`config.mk`:
```
export PLATFORM = sky130hd
export DESIGN_NAME = fir_accumulator
export DESIGN_NICKNAME = d
export VERILOG_FILES = /design/src/rtl/fir_pkg.sv /design/src/rtl/fir_out_fifo.sv /design/src/rtl/fir_accumulator.sv
export SDC_FILE = /design/constraint.sdc
export NUM_CORES = 1
export LEC_CHECK = 0
export ABC_AREA = 0
export CORE_ASPECT_RATIO = 0.5
export CORE_UTILIZATION = 55
export CTS_CLUSTER_SIZE = 28
export DETAILED_ROUTE_END_ITERATION = 10
export MAX_ROUTING_LAYER = met4
export PLACE_DENSITY = 0.77
export SYNTH_ARGS = -nofsm -noshare
export SYNTH_HDL_FRONTEND = slang
export SYNTH_HIERARCHICAL = 1
export SYNTH_SLANG_ARGS = --single-unit
```
`constraint.sdc`:
```
create_clock -name clk -period 7.45 [get_ports clk]
set_input_delay 1.1175 -clock clk [delete_from_list [all_inputs] [get_ports clk]]
set_output_delay 1.1175 -clock clk [all_outputs]
set_load 0.01 [all_outputs]
```
`src/rtl/fir_pkg.sv`:
```
// rtl/fir_pkg.sv - control bit indices, accumulator FSM states and shared narrowing helper
package fir_pkg;

  localparam int CTRL_VALID = 0;
  localparam int CTRL_FIRST = 1;
  localparam int CTRL_LAST  = 2;

  typedef enum logic {ST_IDLE, ST_ACCUM} acc_state_t;

  // Clip a sign-extended value into the signed range of an out_w-bit word
  function automatic logic signed [63:0] sat_narrow(input logic signed [63:0] v,
                                                    input int out_w);
    logic signed [63:0] hi;
    logic signed [63:0] lo;
    hi = (64'sd1 <<< (out_w - 1)) - 64'sd1;
    lo = -(64'sd1 <<< (out_w - 1));
    if (v > hi) return hi;
    if (v < lo) return lo;
    return v;
  endfunction

endpackage

```
`src/rtl/fir_out_fifo.sv`:
```
// rtl/fir_out_fifo.sv - small first-in first-out output buffer with full/empty/count
module fir_out_fifo #(
  parameter int DEPTH  = 2,
  parameter int DATA_W = 16
) (
  input  logic                         clk,
  input  logic                         rst,
  input  logic                         push,
  input  logic [DATA_W-1:0]            push_data,
  input  logic                         pop,
  output logic                         full,
  output logic                         empty,
  output logic [$clog2(DEPTH+1)-1:0]   count,
  output logic [DATA_W-1:0]            rd_data
);

  localparam int PTR_W = (DEPTH > 1) ? $clog2(DEPTH) : 1;
  localparam int CNT_W = $clog2(DEPTH + 1);

  logic [DATA_W-1:0] mem [DEPTH];
  logic [PTR_W-1:0]  wr_ptr;
  logic [PTR_W-1:0]  rd_ptr;
  logic              do_push;
  logic              do_pop;

  assign do_pop  = pop && !empty;
  // A full buffer still accepts a push when the head leaves on the same edge
  assign do_push = push && (!full || do_pop);

  always_ff @(posedge clk or posedge rst) begin
    if (rst) begin
      for (int i = 0; i < DEPTH; i++) mem[i] <= '0;
      wr_ptr <= '0;
      rd_ptr <= '0;
      count  <= '0;
    end else begin
      if (do_push) begin
        mem[wr_ptr] <= push_data;
        wr_ptr      <= (wr_ptr == PTR_W'(DEPTH - 1)) ? '0 : wr_ptr + PTR_W'(1);
      end
      if (do_pop) begin
        rd_ptr <= (rd_ptr == PTR_W'(DEPTH - 1)) ? '0 : rd_ptr + PTR_W'(1);
      end
      count <= count + CNT_W'(do_push) - CNT_W'(do_pop);
    end
  end

  assign full    = (count == CNT_W'(DEPTH));
  assign empty   = (count == '0);
  assign rd_data = mem[rd_ptr];

endmodule

```
`src/rtl/fir_accumulator.sv`:
```
// rtl/fir_accumulator.sv - sums TAPS products per sample, scales, narrows and buffers them
// Optional clipping of the narrowed result: define FIR_ACC_SATURATE_EN.
module fir_accumulator
  import fir_pkg::*;
#(
  parameter int WIDTH                 = 16,
  parameter int TAPS                  = 8,
  parameter int CONTROL_SIGNALS_WIDTH = 3,
  parameter int SHIFT                 = 15,
  parameter int OUT_WIDTH             = 16
) (
  input  logic                                clk,
  input  logic                                rst,
  input  logic signed [2*WIDTH-1:0]           product,
  input  logic [CONTROL_SIGNALS_WIDTH-1:0]    ctrl,
  output logic signed [OUT_WIDTH-1:0]         out_data,
  output logic                                out_valid,
  input  logic                                out_ready,
  output logic                                busy,
  output logic                                overrun,
  output logic                                seq_err
);

  localparam int ACC_WIDTH  = 2*WIDTH + $clog2(TAPS);
  localparam int CNT_W      = $clog2(TAPS) + 2;
  localparam int FIFO_CNT_W = $clog2(3);

  acc_state_t                  state;
  logic signed [ACC_WIDTH-1:0] acc;
  logic signed [ACC_WIDTH-1:0] prod_ext;
  logic signed [ACC_WIDTH-1:0] sum_base;
  logic signed [ACC_WIDTH-1:0] sum_s;
  logic signed [ACC_WIDTH-1:0] shifted;
  logic [CNT_W-1:0]            tap_cnt;
  logic [OUT_WIDTH-1:0]        narrowed;
  logic                        in_valid;
  logic                        in_first;
  logic                        in_last;

  logic                        pend_valid;
  logic [OUT_WIDTH-1:0]        pend_data;
  logic                        fifo_full;
  logic                        fifo_empty;
  logic                        fifo_pop;
  logic [FIFO_CNT_W-1:0]       fifo_count;
  logic [OUT_WIDTH-1:0]        fifo_rd_data;

  assign in_valid = ctrl[CTRL_VALID];
  assign in_first = ctrl[CTRL_FIRST];
  assign in_last  = ctrl[CTRL_LAST];

  assign prod_ext = ACC_WIDTH'(product);
  // The completing beat may arrive in IDLE only for a single-tap filter
  assign sum_base = (state == ST_ACCUM) ? acc : '0;
  assign sum_s    = sum_base + prod_ext;
  assign shifted  = sum_s >>> SHIFT;

`ifdef FIR_ACC_SATURATE_EN
  assign narrowed = OUT_WIDTH'(sat_narrow(64'(shifted), OUT_WIDTH));
`else
  assign narrowed = OUT_WIDTH'(shifted);
`endif

  always_ff @(posedge clk or posedge rst) begin
    if (rst) begin
      state      <= ST_IDLE;
      acc        <= '0;
      tap_cnt    <= '0;
      pend_valid <= 1'b0;
      pend_data  <= '0;
      overrun    <= 1'b0;
      seq_err    <= 1'b0;
    end else begin
      pend_valid <= 1'b0;
      if (pend_valid && fifo_full && !fifo_pop) overrun <= 1'b1;
      if (in_valid) begin
        if (in_first && in_last && (TAPS != 1)) begin
          seq_err <= 1'b1;
        end else if (state == ST_IDLE) begin
          if (!in_first) begin
            seq_err <= 1'b1;
          end else if (in_last) begin
            pend_valid <= 1'b1;
            pend_data  <= narrowed;
          end else begin
            acc     <= prod_ext;
            tap_cnt <= CNT_W'(1);
            state   <= ST_ACCUM;
          end
        end else begin
          if (in_first) begin
            seq_err <= 1'b1;
            acc     <= prod_ext;
            tap_cnt <= CNT_W'(1);
          end else if (in_last) begin
            if ((tap_cnt + CNT_W'(1)) != CNT_W'(TAPS)) seq_err <= 1'b1;
            pend_valid <= 1'b1;
            pend_data  <= narrowed;
            acc        <= '0;
            tap_cnt    <= '0;
            state      <= ST_IDLE;
          end else begin
            acc <= sum_s;
            if (tap_cnt != '1) tap_cnt <= tap_cnt + CNT_W'(1);
          end
        end
      end
    end
  end

  assign fifo_pop = !fifo_empty && out_ready;

  fir_out_fifo #(
    .DEPTH  (2),
    .DATA_W (OUT_WIDTH)
  ) u_out_fifo (
    .clk       (clk),
    .rst       (rst),
    .push      (pend_valid),
    .push_data (pend_data),
    .pop       (fifo_pop),
    .full      (fifo_full),
    .empty     (fifo_empty),
    .count     (fifo_count),
    .rd_data   (fifo_rd_data)
  );

  assign out_valid = !fifo_empty;
  assign out_data  = fifo_rd_data;
  assign busy      = fifo_full || ((fifo_count == FIFO_CNT_W'(1)) && pend_valid);

endmodule

```
==> metrics <==
hold_ws 0.4745 ns; CTS sink count 92; Post-CTS Repair Setup Buffers 0; crit-path max FO 5; largest net degree at the start of global routing 57; status completed; Root Buffer clkbuf_16; vias 4819; die width 150.8 µm; TritonCTS Buffers 9; Tcrit/Tclk final 52.37%; critical path startpoint product[0]; clock share of power 22.6%; minimum clock period 3.901 ns; sequential-to-total area share from yosys stat 37.81%; Synth top area share 37.81%; DRC 0; Worst Path Required 7.65 ns; clock latency on the worst-skew pair 0.35 ns; maximum clock frequency 256.3 MHz; synthesis-to-finish area growth 15.22%; initial drt markers 210; gpl congestion 0.9031; Util after Layout 66.99%; Worst-Margin Slew 1.118 ns; Mapped Cells 644; Worst EP arrival 4.10 ns; biggest area consumer among synthesized cells dfrtp_1; final WL 13.55 mm; first-pass GRT wire length 23.25 mm; slowest CP cell clkdlybuf4s50_1; nets 759; share of cells above drive strength 1 12.50%; share of flip-flops with an asynchronous set or reset 100.0%; Antenna diodes 0; Setup CP Type input port to register; # port buffers 56; vias in the first global route 4755; Yosys cell types 65; Pre-antenna DRT Iters 4; combinational power share 38.0%; Critical Path End Type register; post-DP HPWL 9.536 mm; predominant post-synthesis flop cell dfrtp_1; H-tree depth 3; total power per unit cell area 287.0 mW/mm²; max-slew violations 0; # placed instances 812; Worst-path clk slew 0.07 ns; GR Overflow Total 0; CTS tree done; CTS resizes 0; Initial Util 58.13%; Psw 0.6921 mW; final hold viol count 0; crit path cell chain clkdlybuf4s50_1, ha_1, inv_1, fa_1, and2b_1, o211ai_1, a31oi_4, o21ai_2, o41a_1, o31ai_2, xnor2_1, o21ai_1; Worst Skew 0.007532 ns; non-filler cells, final 828; Core Area 0.01048 mm²; maximum vdd drop 0.1409 mV; Total Die Area 0.01152 mm²; Worst Setup Start Kind input port; Yosys reg bits 92; Detail Route Antenna Nets 0; most common cell after layout, fill and taps aside dfrtp_1; total track usage 26.44%; Synth area leaders dfrtp_1 38%, ha_1 7.6%, mux2_2 5.7%, mux2_4 4.7%, nand2_1 4.4%; most frequent cells in the layout 92 x dfrtp_1, 71 x nand2_1, 56 x clkdlybuf4s50_1, 46 x o21ai_0, 44 x a21oi_1; drt via density 5.820; mapped cell area 0.006090 mm²; CTS max path bufs 2; RSZ-0062 raised after global routing no; Leak Pwr 3.100 nW; worst relative slew slack 25.30%; delay of the slowest cell on the worst path 0.50 ns; initial antenna violation count 0; Design Power 2.014 mW; count of warnings emitted by yosys 6; Sw Share 34.36%; chip height 76.41 µm; CP top delay family compound AO/OA/AOI/OAI gates; total negative slack 0 ns; final setup fails 0; number of synthesized flops with an enable pin 0; hold_buf cts 0; FF-to-FF Start state; Pint 1.322 mW; wire length per cell 16.37 µm; worst hold path class register to register; number of cell rows 26; Bufs and invs on worst path 2; Post-Syn Area per Cell 9.456 µm²; syn_nets 720; max cap viols 0; Flop pwr share 39.3%; io pins 58; hold path start acc[0]
-- sequential cells by signal, summed over array words and instances, names as in the netlist, 2 cells and up --
register	cells
u_out_fifo/mem	32
acc	31
pend_data	16
tap_cnt	5
u_out_fifo/count	2
-- worst min-delay path, delay by kind of cell, from the launching register on --
kind / cells / cell delay, ns
DFF: 1 / 0.34
AOI/OAI and AO/OA: 1 / 0.06
and+or+nand+nor: 1 / 0.04
-- cells in the mapped netlist (2+ instances only) --
library cell	number
and2_1	31
nand4_1	12
clkbuf_2	2
and3_1	12
o21bai_1	7
nor4_1	3
o21ai_1	7
a221oi_1	11
clkbuf_1	27
mux2_2	31
o21a_1	9
mux2_4	19
dfrtp_1	92
nand2b_1	5
nand2_1	71
o21ai_2	3
nor2_1	40
a211oi_1	3
inv_1	18
buf_6	2
ha_1	37
and4_1	2
nand3_1	9
a22oi_1	2
o221ai_1	2
nor3b_1	2
nor3_1	5
a21oi_1	44
a21o_1	11
xnor2_1	24
xor2_1	9
nor2b_1	5
o211ai_1	9
o21ai_0	46
buf_1	2
-- power by group through the flow --
stage	logic, mW	registers [mW]	clock network, mW
floorplan	0.552	0.744	0
global placement	0.744	0.785	0
detailed placement	0.762	0.800	0
CTS	0.769	0.793	0.465
global route	0.844	0.818	0.491
finish	0.766	0.792	0.456
-- final cells by class --
| type | count | area (µm²) |
|---|---|---|
| clock inverter | 6 | 53.80 |
| inverter | 18 | 67.56 |
| sequential | 92 | 2302 |
| clock buffer | 10 | 239.0 |
| fill | 884 | 3458 |
| multi-input combinational | 500 | 3573 |
| tap | 140 | 175.2 |
| timing repair buffer | 62 | 605.6 |
-- routing by layer --
| metal | GRT usage (%) | share of wire [%] | routed length, µm |
|---|---|---|---|
| met3 | 4.371 | 3.3 | 448 |
| met2 | 40.28 | 45 | 6065 |
| met5 | - | 0 | 0 |
| met4 | 7.200 | 1.4 | 184 |
| met1 | 36.41 | 51 | 6854 |
-- worst paths after layout --
path | end | slack, ns | depth (start not counted)
max reg2reg | pend_data[13] | 4.01 | 13
min in group asynchronous | u_out_fifo/mem[17] | 1.22 | 3
max | pend_data[13] | 3.55 | 12
max in group asynchronous | tap_cnt[3] | 5.60 | 3
min reg2reg | acc[0] | 0.47 | 2
min | acc[0] | 0.47 | 2
-- through the flow --
step                setup slack [ns]  area, µm²
floorplan                      4.055       6090
global placement               3.280       6724
detailed placement             3.223       6724
CTS                            3.577       7017
global route                   3.412       7017
finish                         3.549       7017
-- logic make-up after synthesis --
kind of cell             share of synthesized area, %
AND/OR/NAND/NOR                                 17.05
multiplexers                                    10.58
XOR/XNOR                                        4.746
adder cells (fa/ha/maj)                         7.931
buffers and inverters                           3.513
AO/OA/AOI/OAI                                   18.37
flip-flops                                      37.81
No activity file was read; power rests on OpenSTA's default activity.
